--- src/rtl/registers_pkg.sv ---
// rtl/registers_pkg.sv - shared states, frame constants and standard UART configuration
package registers_pkg;

    typedef enum logic [3:0] {
        ST_IDLE,
        ST_SEND_REQ,
        ST_WAIT_TX,
        ST_WAIT_ACK,
        ST_SEND_RETRY,
        ST_APPLY,
        ST_SEND_ACK,
        ST_WAIT_ACK_TX,
        ST_FINISH
    } cfg_state_t;

    typedef struct packed {
        logic [1:0] dwid;
        logic [1:0] pmid;
        logic [1:0] sbid;
    } cfg_fields_t;

    localparam logic [1:0] CFG_REQ_MARKER = 2'b11;
    localparam logic [7:0] CFG_ACK_BYTE   = 8'hA5;

    localparam logic [1:0] STD_DWID = 2'b11;
    localparam logic [1:0] STD_PMID = 2'b00;
    localparam logic [1:0] STD_SBID = 2'b00;

    localparam cfg_fields_t STD_CONFIGURATION = '{dwid: STD_DWID, pmid: STD_PMID, sbid: STD_SBID};

    function automatic logic [7:0] req_frame(input cfg_fields_t f);
        return {CFG_REQ_MARKER, f};
    endfunction

endpackage

--- src/rtl/cfg_timeout_counter.sv ---
// rtl/cfg_timeout_counter.sv - saturating ACK-wait counter with expiry flag
module cfg_timeout_counter #(
    parameter int TIMEOUT_CYCLES = 50000
) (
    input  logic clk,
    input  logic rst_n,
    input  logic clear,
    input  logic enable,
    output logic expired
);

    localparam int CW = $clog2(TIMEOUT_CYCLES + 1);
    localparam logic [CW-1:0] LIMIT = CW'(TIMEOUT_CYCLES);
    localparam logic [CW-1:0] LAST  = CW'(TIMEOUT_CYCLES - 1);

    logic [CW-1:0] count;

    always_ff @(posedge clk) begin
        if (!rst_n) begin
            count <= '0;
        end else if (clear) begin
            count <= '0;
        end else if (enable && count != LIMIT) begin
            count <= count + 1'b1;
        end
    end

    assign expired = (count == LAST);

endmodule

--- src/rtl/config_handshake_ctrl.sv ---
// rtl/config_handshake_ctrl.sv - UART configuration exchange FSM; retries built only with CONFIG_RETRY_EN
module config_handshake_ctrl
    import registers_pkg::*;
#(
    parameter int TIMEOUT_CYCLES = 50000,
    parameter int MAX_RETRIES    = 3
) (
    input  logic       clk_i,
    input  logic       rst_n_i,
    input  logic       enable_config_i,
    input  logic       send_config_req_i,
    input  logic       set_std_config_i,
    input  logic       ack_request_i,
    input  logic [1:0] data_width_i,
    input  logic [1:0] parity_mode_i,
    input  logic [1:0] stop_bits_i,
    output logic       str_en_o,
    output logic [1:0] data_width_o,
    output logic [1:0] parity_mode_o,
    output logic [1:0] stop_bits_o,
    output logic       config_done_o,
    output logic       config_error_o,
    output logic [7:0] tx_data_o,
    output logic       tx_req_o,
    input  logic       tx_done_i,
    input  logic [7:0] rx_data_i,
    input  logic       rx_valid_i
);

    cfg_state_t  state;
    cfg_fields_t cfg;
    cfg_fields_t str_fields;
    cfg_fields_t local_fields;
    cfg_fields_t rx_fields;
    logic        rx_is_req;
    logic        rx_is_ack;
    logic        tmo_expired;

`ifdef CONFIG_RETRY_EN
    localparam int RW = $clog2(MAX_RETRIES + 2);
    logic [RW-1:0] retries;
`else
    localparam int unused_max_retries = MAX_RETRIES;
`endif

    assign local_fields = set_std_config_i ? STD_CONFIGURATION
                                           : cfg_fields_t'({data_width_i, parity_mode_i, stop_bits_i});
    assign rx_fields    = cfg_fields_t'(rx_data_i[5:0]);
    assign rx_is_req    = rx_valid_i && (rx_data_i[7:6] == CFG_REQ_MARKER);
    assign rx_is_ack    = rx_valid_i && (rx_data_i == CFG_ACK_BYTE);

    assign data_width_o  = str_fields.dwid;
    assign parity_mode_o = str_fields.pmid;
    assign stop_bits_o   = str_fields.sbid;

    // Counter runs only while waiting for ACK, so every entry to WAIT_ACK starts from zero.
    cfg_timeout_counter #(
        .TIMEOUT_CYCLES(TIMEOUT_CYCLES)
    ) u_timeout (
        .clk    (clk_i),
        .rst_n  (rst_n_i),
        .clear  (state != ST_WAIT_ACK),
        .enable (state == ST_WAIT_ACK),
        .expired(tmo_expired)
    );

    always_ff @(posedge clk_i) begin
        if (!rst_n_i) begin
            state          <= ST_IDLE;
            cfg            <= STD_CONFIGURATION;
            str_fields     <= STD_CONFIGURATION;
            str_en_o       <= 1'b0;
            tx_req_o       <= 1'b0;
            tx_data_o      <= 8'h00;
            config_done_o  <= 1'b1;
            config_error_o <= 1'b0;
`ifdef CONFIG_RETRY_EN
            retries        <= '0;
`endif
        end else begin
            str_en_o <= 1'b0;
            tx_req_o <= 1'b0;
            case (state)
                ST_IDLE: begin
                    if (enable_config_i) begin
                        // Partner's request wins over a local one arriving in the same cycle.
                        if (rx_is_req) begin
                            state         <= ST_APPLY;
                            cfg           <= rx_fields;
                            str_fields    <= rx_fields;
                            str_en_o      <= 1'b1;
                            config_done_o <= 1'b0;
                        end else if (set_std_config_i || send_config_req_i) begin
                            state          <= ST_SEND_REQ;
                            cfg            <= local_fields;
                            tx_req_o       <= 1'b1;
                            tx_data_o      <= req_frame(local_fields);
                            config_done_o  <= 1'b0;
                            config_error_o <= 1'b0;
`ifdef CONFIG_RETRY_EN
                            retries        <= '0;
`endif
                        end
                    end
                end
                ST_SEND_REQ: state <= ST_WAIT_TX;
                ST_WAIT_TX: begin
                    if (tx_done_i) state <= ST_WAIT_ACK;
                end
                ST_WAIT_ACK: begin
                    if (rx_is_ack) begin
                        state          <= ST_FINISH;
                        str_fields     <= cfg;
                        str_en_o       <= 1'b1;
                        config_error_o <= 1'b0;
                    end else if (tmo_expired) begin
`ifdef CONFIG_RETRY_EN
                        if (retries < RW'(MAX_RETRIES)) begin
                            retries <= retries + 1'b1;
                            state   <= ST_SEND_RETRY;
                        end else begin
                            state          <= ST_IDLE;
                            config_error_o <= 1'b1;
                            config_done_o  <= 1'b1;
                        end
`else
                        state          <= ST_IDLE;
                        config_error_o <= 1'b1;
                        config_done_o  <= 1'b1;
`endif
                    end
                end
                ST_SEND_RETRY: begin
                    state     <= ST_SEND_REQ;
                    tx_req_o  <= 1'b1;
                    tx_data_o <= req_frame(cfg);
                end
                ST_APPLY: begin
                    if (ack_request_i) begin
                        state     <= ST_SEND_ACK;
                        tx_req_o  <= 1'b1;
                        tx_data_o <= CFG_ACK_BYTE;
                    end else begin
                        state         <= ST_IDLE;
                        config_done_o <= 1'b1;
                    end
                end
                ST_SEND_ACK: state <= ST_WAIT_ACK_TX;
                ST_WAIT_ACK_TX: begin
                    if (tx_done_i) begin
                        state         <= ST_IDLE;
                        config_done_o <= 1'b1;
                    end
                end
                ST_FINISH: begin
                    state         <= ST_IDLE;
                    config_done_o <= 1'b1;
                end
                default: begin
                    state         <= ST_IDLE;
                    config_done_o <= 1'b1;
                end
            endcase
        end
    end

endmodule

--- config.mk ---
export PLATFORM = sky130hd
export DESIGN_NAME = config_handshake_ctrl
export DESIGN_NICKNAME = d
export VERILOG_FILES = /design/src/rtl/registers_pkg.sv /design/src/rtl/cfg_timeout_counter.sv /design/src/rtl/config_handshake_ctrl.sv
export SDC_FILE = /design/constraint.sdc
export NUM_CORES = 1
export LEC_CHECK = 0
export CAP_MARGIN = 20
export CORE_AREA = 5 5 75 77
export CTS_BUF_LIST = sky130_fd_sc_hd__clkbuf_8
export DETAILED_ROUTE_END_ITERATION = 7
export DIE_AREA = 0 0 80 82
export PLACE_DENSITY = 0.85
export SYNTH_ARGS = -nofsm -noshare
export SYNTH_HDL_FRONTEND = slang
export SYNTH_SLANG_ARGS = --single-unit
--- constraint.sdc ---
create_clock -name clk_i -period 1.9 [get_ports clk_i]
set_clock_uncertainty 0.1 [all_clocks]
set_input_delay 0.57 -clock clk_i [delete_from_list [all_inputs] [get_ports clk_i]]
set_output_delay 0.57 -clock clk_i [all_outputs]
set_load 0.02 [all_outputs]
Word level (Yosys, flattened, before mapping)
Cells that the tools add are included.
Word-level totals
  bits in read-only memories: 0
  word-level logic and storage cells: 99
  bits in latches: 0
  memories: 0
  bits of input ports: 22
  register bits after elaboration: 44
  output and inout port bits: 18
  memory bits (writable): 0
Operators by class
  reductions and logical operators: 16
  add/sub/neg operators: 1
  multiplexer cells: 42
  multiply operators: 0
  order comparisons: 0
  bitwise gates (word level): 2
  div/mod/pow operators: 0
  shift-type cells: 0
  equality and inequality tests: 25
Operator list (count)
  $mux 6: 6
  $mux 8: 4
  $pmux 4 s8: 1
  $mux 4: 7
  $pmux 8 s3: 1
  $ne 2x2->1 const B: 11
  $mux 1: 17
  $add 16x1->16 const B: 1
  $eq 16x16->1 const B: 1
  $eq 4x3->1 const B: 4
  $ne 16x16->1 const B: 1
  $reduce_and 5->1: 3
  $pmux 6 s2: 1
  $eq 4x2->1 const B: 2
  $eq 8x8->1 const B: 1
  $reduce_and 7->1: 1
  $ne 3x3->1 const B: 2
  $pmux 1 s5: 1
  $eq 4x1->1 const B: 1
  $logic_not 4->1: 1
  $ne 4x2->1 const B: 1
  $pmux 1 s2: 2
  $reduce_and 4->1: 1
  $reduce_bool 2->1: 2
  10 further kinds: 13

Logic depth before layout (Yosys ltp)
Gate-level depths: netlist (run 1).
  depth after elaboration: 5
  depth in mapped cells: 7
  gate-level depth less buffers: 6

Modules after synthesis
From an unflattened synthesis (run 1), not the netlist that was laid out.
Unflattened totals
  cells, all modules: 269
  area, all modules: 2383.5 µm²
Modules (own cells, without submodules)
  config_handshake_ctrl: seq. area each 560.5 µm², times used 1, area an instance 1554.0 µm², cells an instance 174
  cfg_timeout_counter: seq. area each 320.3 µm², times used 1, area an instance 829.5 µm², cells an instance 95

Least setup slack after synthesis (run 1)
Ideal clock, no wire load.
  path kind: input -> register
  start point: input rx_valid_i
  end point: register tx_data_o[5]
  stages: 5
  arrival: 1.663 ns
  required time: 1.668 ns
  path slack: 0.006 ns
  library setup time: 0.132 ns
  buffers on the path: 1
  path through: and3_1 buf_2 o21ai_0 nand2_1 mux2i_1
On the way
  word-level cells in the longest chain between the ends: 3
Ends and longest elaborated chain
  from (decl): line config_handshake_ctrl.sv:27  | input logic rx_valid_i
  $logic_and 1x1->1: line config_handshake_ctrl.sv:49  | assign rx_is_req = rx_valid_i && (rx_data_i[7:6] == CFG_REQ_MARKER);
  $ne 2x2->1 (no line)
  $reduce_and 5->1 (no line)
  to (signal assigned): line config_handshake_ctrl.sv:97  | tx_data_o <= req_frame(local_fields);
  to (signal assigned): line config_handshake_ctrl.sv:136  | tx_data_o <= req_frame(cfg);
  to (decl): line config_handshake_ctrl.sv:23  | output logic [7:0] tx_data_o,
Every way passes these cells.
A chain may end at the register's enable or synchronous reset.

Final worst setup path (run 1)
  start point: input set_std_config_i
  end point: register state[2]
On the way
  word-level cells in the longest chain between the ends: 3
Ends and longest elaborated chain
  from (decl): line config_handshake_ctrl.sv:12  | input logic set_std_config_i,
  $logic_or 1x1->1: line config_handshake_ctrl.sv:93  | end else if (set_std_config_i || send_config_req_i) begin
  $ne 3x3->1 (no line)
  $reduce_and 5->1 (no line)
  to (signal assigned): line config_handshake_ctrl.sv:88  | state <= ST_APPLY;
  to (signal assigned): line config_handshake_ctrl.sv:94  | state <= ST_SEND_REQ;
  to (signal assigned): line config_handshake_ctrl.sv:106  | ST_SEND_REQ: state <= ST_WAIT_TX;
  to (decl): line config_handshake_ctrl.sv:30  | cfg_state_t state;
Every way passes these cells.

==> results of run 1 <==
-- worst max-delay path: cells and delay by family --
kind | cells | cell delay, ns
AO/OA/AOI/OAI | 2 | 0.24
buffers and inverters | 2 | 0.66
AND/OR/NAND/NOR | 2 | 0.51
-- cells in the final DEF, fill, tap and decap left out, types with 4 or more instances in the layout --
cell type / synthesis / final
o211ai_1: 5 / 5
o31ai_1: 5 / 5
dlymetal6s2s_1: 0 / 5
nand2b_1: 6 / 6
nand2_1: 35 / 34
mux2i_1: 8 / 8
a211oi_1: 5 / 4
a21oi_1: 13 / 13
clkdlybuf4s50_1: 0 / 15
nor3_1: 7 / 7
nor2_1: 19 / 19
buf_4: 2 / 39
a311oi_1: 5 / 5
dfxtp_1: 44 / 42
dlygate4sd2_1: 0 / 19
nor3b_1: 7 / 6
nor4_1: 4 / 4
nand4_1: 9 / 9
or4_1: 5 / 5
o21ai_0: 14 / 12
clkbuf_8: 0 / 6
nand3_1: 8 / 8
xor2_1: 4 / 4
and3_1: 7 / 5
or3_1: 8 / 8
-- per-layer routing --
layer	global-route usage (%)	vias to the layer above	part of all wire, %
met5	0	-	0
met4	7.77	0	2.4
met3	3.73	19	6.1
met2	35.8	86	50
met1	24.6	1167	42
li1	-	1177	-
-- sequential cells by signal, indices dropped and copies added, names as in the netlist --
register and count:
u_timeout.count 16, config_done_o 1, str_en_o 1, data_width_o 2, state 4, stop_bits_o 2
tx_data_o 8, tx_req_o 1, config_error_o 1, parity_mode_o 2, cfg 6
-- cell families (layout without fill, tap and decap cells) --
logic type	count (synthesis)	after routing	synth area share [%]
mux	8	8	3.44
fa+ha+maj	2	2	1.08
simple gates	141	141	35.2
flops	44	44	37.9
buf+inv	20	90	3.87
xor+xnor	5	5	1.88
compound gates	58	58	16.6
-- power by group --
group          total [mW]  internal [mW]  switching, mW
registers            1.18           1.07          0.115
clock network       0.601          0.290          0.311
logic                1.21          0.572          0.641
total                3.00           1.93           1.07
-- worst max path at each step --
stage | start | to | slack [ns] | cells after the start
floorplan | rx_valid_i | tx_data_o[5] | 0.006 | 5
global placement | rx_data_i[1] | stop_bits_o[0] | -0.38 | 6
detailed placement | rx_data_i[1] | parity_mode_o[1] | -0.44 | 6
CTS | rx_data_i[7] | parity_mode_o[1] | -0.007 | 6
global route | set_std_config_i | state[2] | -0.002 | 6
finish | set_std_config_i | state[2] | 0.04 | 6
-- timing repair --
item	CTS	global route
gates resized for setup	29	15
setup endpoints to repair	33	21
pin swaps	3	3
-- layout make-up --
type | instances | share of cell area [%]
timing repair buffer | 79 | 21.7
inverter | 3 | 0.353
multi-input combinational | 214 | 44.5
tap | 70 | 2.75
clock inverter | 2 | 0.353
sequential | 44 | 27.7
clock buffer | 6 | 2.59
==> metrics.csv, run 1 <==
stage;metric;value;unit
outcome;outcome;finished clean;
finish;finalCoreUtilization;64.4;%
placed_design;dp_slack;-0.443;ns
setup_path;reg2reg_depth;4;
placed_design;post_dp_cell_area;3040;um2
sta;timing.fmax;0.539;GHz
cts;cts_sinks;44;
setup_path;regToRegSetupSlack;0.08;ns
detailed_routing;first_iter_violations;254;
hold_path;whs_path_depth;2;
placed_design;numPortBuffers;39;
cts;postCtsHoldBufs;0;
cts;cts_tree;done;
cts;cts_root_buf;clkbuf_8;
synth;netlist_top_cells_count;44 x dfxtp_1, 35 x nand2_1, 19 x nor2_1;
detailed_routing;antenna_left;0;
synth;synth.top_cell.area_share;37.9;%
die;fp.dieW;80;um
synth;synthTopCellsByArea;dfxtp_1 38%, nand2_1 5.6%, mux2i_1 3.4%;
setup_path;crit_required;2.03;ns
synth;synth.ff_latch_count;44;
synth;synth_area;2330;um2
cts;clock_latency;0.30;ns
grt;antenna_found_initial;0;
cts;cts_buffer_depth;2;
synth;synth_most_common_cell;dfxtp_1;
die;start_util;47.0;%
die;die_y;82;um
finish;seq_area;883;um2
finish;final_cells;418;
power_and_ir_drop;ir_worst_vdd;0.549;mV
sta;setup-tns-final;0;ns
grt;grtUsageTotal;20.3;%
sta;fin_crit_sh;97.7;%
cts;numCtsBuffers;5;
setup_path;worstSetupPathType;input port to flip-flop;
die;dieArea;6560;um2
die;core;4940;um2
synth;synth-edff-count;0;
synth;async_flop_share;0;%
sta;hold_slack;0.361;ns
synth;ys_types;52;
setup_path;crit_path_start_kind;input port;
sta;period_minus_slack;1.86;ns
grt;overflow;0;
sta;finalHoldViolations;0;
hold_path;min-delay-start;tx_data_o[1];
cts;ctsHtreeMaxLevel;2;
die;io_pins;40;
detailed_routing;via_count;2449;
flow_run;maxCapViolations;0;
finish;nNetsFinal;371;
setup_path;worst_ep_arrival_time;1.99;ns
synth;yosys_warnings;0;
detailed_routing;drt_wl_total;6440;um
sta;max-slew-margin-rel;69.7;%
grt;grt_max_degree;17;
setup_path;crit_slowest_cell;clkdlybuf4s50_1;
setup_path;max_stage_delay;0.51;ns
power_and_ir_drop;power.leakage;1.30;nW
cts;clk_pin_slew;0.08;ns
detailed_routing;drc;0;
placed_design;place_inst;410;
synth;synth.net_count;302;
detailed_routing;via_per_inst;5.86;
die;rows;26;
finish;n_antenna_cell;0;
sta;slew_viol_final;0;
cts;cts_setup_buffers;0;
sta;worst_pin_slew;0.451;ns
setup_path;timing.rr.start;state[0];
power_and_ir_drop;p_per_area;941;nW/um2
sta;setup_viol;0;
power_and_ir_drop;p_total;3.00;mW
sta;worst_slack;0.0432;ns
synth;ys_seq_area_share;37.9;%
finish;drive_gt1_share;18.1;%
setup_path;critical_path.cell_chain;clkdlybuf4s50_1, o21ai_1, buf_4, and3_1, or3_1, o21bai_1;
grt;grt_pass1_vias;2324;
synth;synth_area_per_cell;8.37;um2
finish;final_cell_area;3190;um2
finish;area_growth;37.0;%
synth;synth.largest_area_cell;dfxtp_1;
setup_path;crit_fanout;2;
placed_design;dp_hpwl;4850;um
detailed_routing;dr.pass1.iters;4;
finish;fillers;429;
synth;syn-instance-count;278;
synth;synthFlopType;dfxtp_1;
placed_design;place_congestion;0.915;
finish;multi_input_area;1420;um2
setup_path;r2r-end;config_error_o;
hold_path;hp-class;flip-flop to flip-flop;
grt;grt_pass1_wl;10700;um
detailed_routing;avgRoutedWirePerCell;15.4;um
setup_path;end_kind;flip-flop;
hold_path;worstHoldEndpoint;tx_data_o[1];
Power figures use the tool's default switching activity.
==> inputs of run 2 (changes only) <==
--- a/config.mk
+++ b/config.mk
@@ -11,6 +11,7 @@
 export DETAILED_ROUTE_END_ITERATION = 7
 export DIE_AREA = 0 0 80 82
 export PLACE_DENSITY = 0.85
+export SETUP_SLACK_MARGIN = 0.05
 export SYNTH_ARGS = -nofsm -noshare
 export SYNTH_HDL_FRONTEND = slang
 export SYNTH_SLANG_ARGS = --single-unit
==> run 2 against run 1 <==
Net effect:
- global-route usage rose by 0.11 points
- sequential power about the same
- design area is 1.8% lower
- via count down 1.3%
- core utilization is 1.1 points lower
- final cell count decreased by 0.96%
- sequential share of layout area increased by 0.78 points
- combinational power is essentially flat
- sequential cell count unchanged
- critical path type unchanged
==> metrics.csv, run 2 (same netlist as run 1, synthesis figures left out) <==
stage;metric;value;unit;change
die;io_pins;40;;unchanged
detailed_routing;avgRoutedWirePerCell;15.6;um;+0.89%
sta;period_minus_slack;1.77;ns;-0.0891 ns
finish;n_antenna_cell;0;;unchanged
finish;final_cell_mix;37 x dfxtp_1, 35 x buf_4, 33 x nand2_1;;
detailed_routing;via_per_inst;5.84;;-0.31%
power_and_ir_drop;pwr-share-seq;40.0;%;+0.5 points
setup_path;cp.buffers_inverters;2;;unchanged
cts;cts_sinks;44;;unchanged
sta;rsz0062_at_grt;true;;
sta;fin_crit_sh;93.0;%;-4.7 points
finish;seq_area;892;um2;+0.99%
sta;slew_viol_final;0;;unchanged
cts;cts_tree;done;;
grt;overflow;0;;unchanged
grt;grt_max_degree;17;;unchanged
finish;drive_gt1_share;18.9;%;+0.79 points
finish;final_cell_area;3130;um2;-1.8%
power_and_ir_drop;power.leakage;1.25;nW;-3.9%
setup_path;crit_slowest_cell;clkdlybuf4s50_1;;
sta;setup_viol;0;;unchanged
detailed_routing;dr.pass1.iters;5;;+1
placed_design;dp_slack;-0.455;ns;-0.0122 ns
setup_path;cp_top_family;buffers and inverters;;
placed_design;place_congestion;0.869;;-5.1%
power_and_ir_drop;swShare;35.8;%;+0.28 points
setup_path;crit_required;2.00;ns;-0.03 ns
detailed_routing;antenna_left;0;;unchanged
setup_path;worst_ep_arrival_time;1.87;ns;-0.12 ns
finish;largestRegisters;u_timeout.count: 16 flops, tx_data_o: 8 flops, cfg: 6 flops;;
power_and_ir_drop;p_per_area;958;nW/um2;+1.8%
die;rows;26;;unchanged
finish;area_growth;34.5;%;
sta;worst_slack;0.132;ns;+0.0891 ns
sta;finalHoldViolations;0;;unchanged
power_and_ir_drop;comb_power_share;39.7;%;-0.8 points
detailed_routing;drc;0;;unchanged
sta;max-slew-margin-rel;66.7;%;-3.0 points
cts;cts_buffer_depth;2;;unchanged
die;core;4940;um2;unchanged
setup_path;worstSetupPathType;input port to flip-flop;;
setup_path;worstSetupStartpoint;ack_request_i;;
power_and_ir_drop;clkPwrFrac;20.4;%;+0.4 points
grt;antenna_found_initial;0;;unchanged
finish;nNetsFinal;367;;-1.1%
power_and_ir_drop;intPower;1.92;mW;-0.41%
placed_design;numPortBuffers;39;;unchanged
finish;multi_input_area;1400;um2;-1.4%
sta;worst_pin_slew;0.493;ns;+0.0418 ns
die;dieArea;6560;um2;unchanged
placed_design;place_inst;405;;-1.2%
die;start_util;47.0;%;unchanged
setup_path;critical_path.cell_chain;clkdlybuf4s50_1, nand2_1, a211oi_2, buf_4, o2111ai_1, nor3b_1;;
cts;cts_root_buf;clkbuf_8;;
cts;clock_latency;0.30;ns;about the same
detailed_routing;first_iter_violations;245;;-3.5%
grt;grtUsageTotal;20.4;%;+0.11 points
finish;final_common_cell;dfxtp_1;;
power_and_ir_drop;ir_worst_vdd;0.621;mV;+13%
hold_path;hp-class;flip-flop to flip-flop;;
placed_design;post_dp_cell_area;3000;um2;-1.2%
placed_design;dp_hpwl;4750;um;-2.0%
finish;fillers;433;;+0.93%
cts;numCtsBuffers;5;;unchanged
sta;timing.fmax;0.566;GHz;+5.0%
grt;grt_pass1_wl;10700;um;+0.32%
hold_path;min-delay-start;tx_data_o[3];;
cts;clk_pin_slew;0.09;ns;about the same
finish;largest-register;u_timeout.count;;
power_and_ir_drop;p_sw;1.07;mW;+0.82%
die;fp.dieW;80;um;unchanged
setup_path;timing.rr.start;u_timeout.count[2];;
power_and_ir_drop;p_total;3.00;mW;about the same
flow_run;maxCapViolations;0;;unchanged
setup_path;max_stage_delay;0.50;ns;about the same
cts;ctsHtreeMaxLevel;2;;unchanged
setup_path;regToRegSetupSlack;0.14;ns;+0.06 ns
outcome;outcome;finished clean;;
die;die_y;82;um;unchanged
setup_path;crit_fanout;4;;+2
setup_path;crit_path_start_kind;input port;;
grt;grt_pass1_vias;2286;;-1.6%
detailed_routing;via_count;2418;;-1.3%
finish;largest_reg_flops;16;;unchanged
setup_path;end_kind;flip-flop;;
finish;final_cells;414;;-0.96%
detailed_routing;drt_wl_total;6440;um;about the same
run 2: cell types whose count changed in the layout (fill, tap and decap cells not counted), sizes merged:
cell and delta:
dlygate4sd2 +5, buf -4, dlymetal6s2s -3, clkdlybuf4s50 -2, clkinv +2, clkinvlp -1
inv -1
run 2: metrics by stage:
step	setup TNS, ns	hold slack (ns)	util (%)
final	0	0.361	63.3
after global placement	-8.00	0.344	60.7
after detailed placement	-8.93	0.351	60.7
after CTS	0	0.366	62.6
after floorplan	0	0.348	-
after global routing	0	0.377	63.3
run 2: per-layer routing:
layer  part of all wire (%)  up-vias  GRT usage [%]
li1                       -     1174              -
met1                     44     1156           25.9
met2                     50       73           35.3
met3                    4.6       15           3.07
met4                    1.9        0           7.09
met5                      0        -              0
run 2: final cells by class:
| cell class | count | share of cell area (%) |
|---|---|---|
| clock inverters | 2 | 0.320 |
| repair buffers | 75 | 20.7 |
| flip-flops and latches | 44 | 28.5 |
| clock buffers | 6 | 2.64 |
| multi-input cells | 214 | 44.7 |
| inverters | 3 | 0.360 |
| well taps | 70 | 2.80 |
run 2: worst register-to-register path, cell delays in order, from the launching register on:
cell and delay, ns:
dfxtp_2 0.41, and4_2 0.30, nand2_1 0.18, or4_1 0.56, a21oi_2 0.14
run 2: repair_timing:
item,in CTS,in global routing
endpoints found under the setup margin,44,25
pin swaps,3,5
hold buffers,0,0
resized for setup,35,15
buffers inserted,0,1
run 2: power by group through the flow:
stage / Clock (mW) / Combinational (mW) / Sequential [mW]
floorplan: 0 / 0.617 / 1.28
global route: 0.663 / 1.31 / 1.22
finish: 0.610 / 1.19 / 1.20
global placement: 0 / 1.16 / 1.20
CTS: 0.617 / 1.14 / 1.19
detailed placement: 0 / 1.19 / 1.21
run 2: final timing paths:
kind	depth (start not counted)	end
setup / recovery	6	tx_data_o[4]
hold reg to reg	2	tx_data_o[3]
setup reg to reg	4	u_timeout.count[7]
hold / removal	2	tx_data_o[3]
==> inputs of run 3 (changes only) <==
--- a/config.mk
+++ b/config.mk
@@ -6,11 +6,11 @@
 export NUM_CORES = 1
 export LEC_CHECK = 0
 export CAP_MARGIN = 20
-export CORE_AREA = 5 5 75 77
-export CTS_BUF_LIST = sky130_fd_sc_hd__clkbuf_8
+export CORE_AREA = 5 5 77 79
 export DETAILED_ROUTE_END_ITERATION = 7
-export DIE_AREA = 0 0 80 82
-export PLACE_DENSITY = 0.85
+export DIE_AREA = 0 0 82 84
+export MAX_ROUTING_LAYER = met4
+export PLACE_DENSITY = 0.81
 export SETUP_SLACK_MARGIN = 0.05
 export SYNTH_ARGS = -nofsm -noshare
 export SYNTH_HDL_FRONTEND = slang
==> run 3 against run 2 <==
Net effect:
- final cell count is 1.2% higher
- critical endpoint is now state[2]
- sequential power hardly changed
- die area is 5.0% higher
- global-route usage is 1.3 points lower
- setup slack worse by 0.047 ns
- core utilization is 2.9 points lower
==> metrics.csv, run 3 (same netlist as run 1, synthesis figures left out) <==
stage;metric;value;unit;change
setup_path;crit_path_start_kind;input port;;
hold_path;hp-class;flip-flop to flip-flop;;
detailed_routing;drt_wl_total;6430;um;-0.11%
finish;nNetsFinal;370;;+0.82%
power_and_ir_drop;swShare;35.3;%;-0.57 points
setup_path;end_kind;flip-flop;;
sta;finalHoldViolations;0;;unchanged
detailed_routing;first_iter_violations;153;;-38%
finish;final_cell_mix;40 x dfxtp_1, 38 x buf_4, 33 x nand2_1;;
detailed_routing;dr.pass1.iters;4;;-1
finish;final_common_cell;dfxtp_1;;
detailed_routing;drc;0;;unchanged
finish;fillers;471;;+8.8%
grt;grt_pass1_vias;2219;;-2.9%
power_and_ir_drop;clkPwrFrac;23.2;%;+2.8 points
finish;multi_input_area;1420;um2;+1.5%
grt;gr-usage-met3;3.89;%;+0.82 points
sta;rsz0062_at_grt;true;;
sta;setup_viol;0;;unchanged
power_and_ir_drop;ir_worst_vdd;0.598;mV;-3.7%
setup_path;worstSetupPathType;input port to flip-flop;;
power_and_ir_drop;p_per_area;986;nW/um2;+2.9%
sta;period_minus_slack;1.82;ns;+0.0475 ns
setup_path;crit_required;2.04;ns;+0.04 ns
sta;max-slew-margin-rel;72.3;%;+5.7 points
die;core;5270;um2;+6.6%
die;die_y;84;um;+2.4%
cts;cts_root_buf;clkbuf_8;;
die;io_pins;40;;unchanged
power_and_ir_drop;intPower;2.03;mW;+5.6%
finish;largest-register;u_timeout.count;;
detailed_routing;antenna_left;0;;unchanged
grt;antenna_found_initial;0;;unchanged
cts;cts_tree;done;;
setup_path;crit_fanout;3;;-1
grt;grtUsageMet2;31.4;%;-4.0 points
die;dieArea;6890;um2;+5.0%
cts;cts_sinks;44;;unchanged
finish;seq_area;886;um2;-0.70%
placed_design;place_congestion;0.908;;+4.5%
cts;clk_pin_slew;0.09;ns;about the same
cts;numCtsBuffers;5;;unchanged
grt;overflow;0;;unchanged
die;start_util;44.1;%;-2.9 points
finish;largestRegisters;u_timeout.count: 16 flops, tx_data_o: 8 flops, cfg: 6 flops;;
finish;finalCoreUtilization;60.4;%;-2.9 points
cts;cts_buffer_depth;2;;unchanged
finish;n_antenna_cell;0;;unchanged
power_and_ir_drop;power.leakage;1.27;nW;+2.0%
grt;grt_max_degree;17;;unchanged
sta;slew_viol_final;0;;unchanged
finish;largest_reg_flops;16;;unchanged
die;rows;27;;+3.8%
sta;fin_crit_sh;95.5;%;+2.5 points
detailed_routing;avgRoutedWirePerCell;15.4;um;-1.3%
placed_design;numPortBuffers;39;;unchanged
power_and_ir_drop;p_sw;1.11;mW;+3.0%
power_and_ir_drop;comb_power_share;39.1;%;-0.6 points
grt;use_met1;23.8;%;-2.1 points
sta;worst_pin_slew;0.412;ns;-0.0810 ns
grt;busiest_layer;met2;;
setup_path;timing.rr.start;state[3];;
power_and_ir_drop;pwr-share-seq;37.7;%;-2.3 points
sta;setup-tns-final;0;ns;unchanged
cts;postCtsHoldBufs;0;;unchanged
finish;final_cell_area;3180;um2;+1.8%
sta;timing.fmax;0.551;GHz;-2.6%
flow_run;maxCapViolations;0;;unchanged
die;fp.dieW;82;um;+2.5%
cts;clock_latency;0.30;ns;about the same
cts;ctsHtreeMaxLevel;2;;unchanged
setup_path;worst_ep_arrival_time;1.96;ns;+0.09 ns
finish;drive_gt1_share;19.6;%;+0.70 points
placed_design;dp_hpwl;4580;um;-3.6%
detailed_routing;via_per_inst;5.60;;-4.1%
setup_path;worstSetupStartpoint;send_config_req_i;;
finish;area_growth;36.9;%;
hold_path;min-delay-start;tx_data_o[0];;
grt;grt_pass1_wl;10400;um;-3.0%
placed_design;post_dp_cell_area;3010;um2;+0.17%
detailed_routing;via_count;2346;;-3.0%
outcome;outcome;finished clean;;
grt;grtUsageTotal;19.2;%;-1.3 points
==> run 3: changes by cell type in the layout (fill, tap and decap cells not counted), moves of 2 or more <==
cell	previous run	this run
buf_4	35	38
dfxtp_1	37	40
dfxtp_2	6	4
dlygate4sd2_1	24	22
==> run 3: worst paths after layout <==
| kind | to | slack, ns | cells after the start |
|---|---|---|---|
| worst max-delay path | state[2] | 0.08 | 5 |
| worst min-delay path | tx_data_o[0] | 0.36 | 2 |
| worst max register to register | u_timeout.count[14] | 0.13 | 5 |
| worst min register to register | tx_data_o[0] | 0.36 | 2 |
==> run 3: layout make-up <==
| cell class | instances | area share [%] |
|---|---|---|
| multi-input combinational | 214 | 44.6 |
| inverter | 3 | 0.354 |
| clock buffer | 5 | 2.16 |
| timing repair buffer | 78 | 20.9 |
| clock inverter | 3 | 1.34 |
| tap | 72 | 2.83 |
| sequential | 44 | 27.8 |
==> run 3: critical path, cell delays in order <==
cell             delay [ns]
clkdlybuf4s50_1        0.55
o21ai_1                0.13
and3_4                 0.21
or3_1                  0.35
o21bai_1               0.14
==> run 3: what timing repair did <==
| action | CTS | global route |
|---|---|---|
| setup endpoints to repair | 41 | 26 |
| pin swaps | 1 | 2 |
| resized for setup | 32 | 18 |
| buffers inserted | 0 | 2 |
==> run 3: power by group through the flow <==
stage                     logic (mW)  registers, mW  clock network (mW)
after detailed placement        1.21           1.20                   0
after floorplan                0.617           1.28                   0
final                           1.23           1.18               0.728
after global routing            1.35           1.20               0.785
after CTS                       1.17           1.18               0.751
after global placement          1.17           1.20                   0
==> run 3: routing by layer <==
layer  vias to the layer above  routed length [um]
met4                         0                  78
met3                         8                 457
met1                      1078                2690
met5                         -                   0
li1                       1175                   -
met2                        85                3210
==> run 3: per-stage QoR <==
step | power, mW | instances | setup slack (ns) | hold WS [ns]
after floorplan | 1.89 | 278 | 0.0652 | 0.348
after global placement | 2.37 | 409 | -0.418 | 0.345
after global routing | 3.33 | 419 | 0.0308 | 0.384
final | 3.14 | 419 | 0.0849 | 0.359
after detailed placement | 2.41 | 409 | -0.454 | 0.351
after CTS | 3.10 | 417 | 0.0627 | 0.361
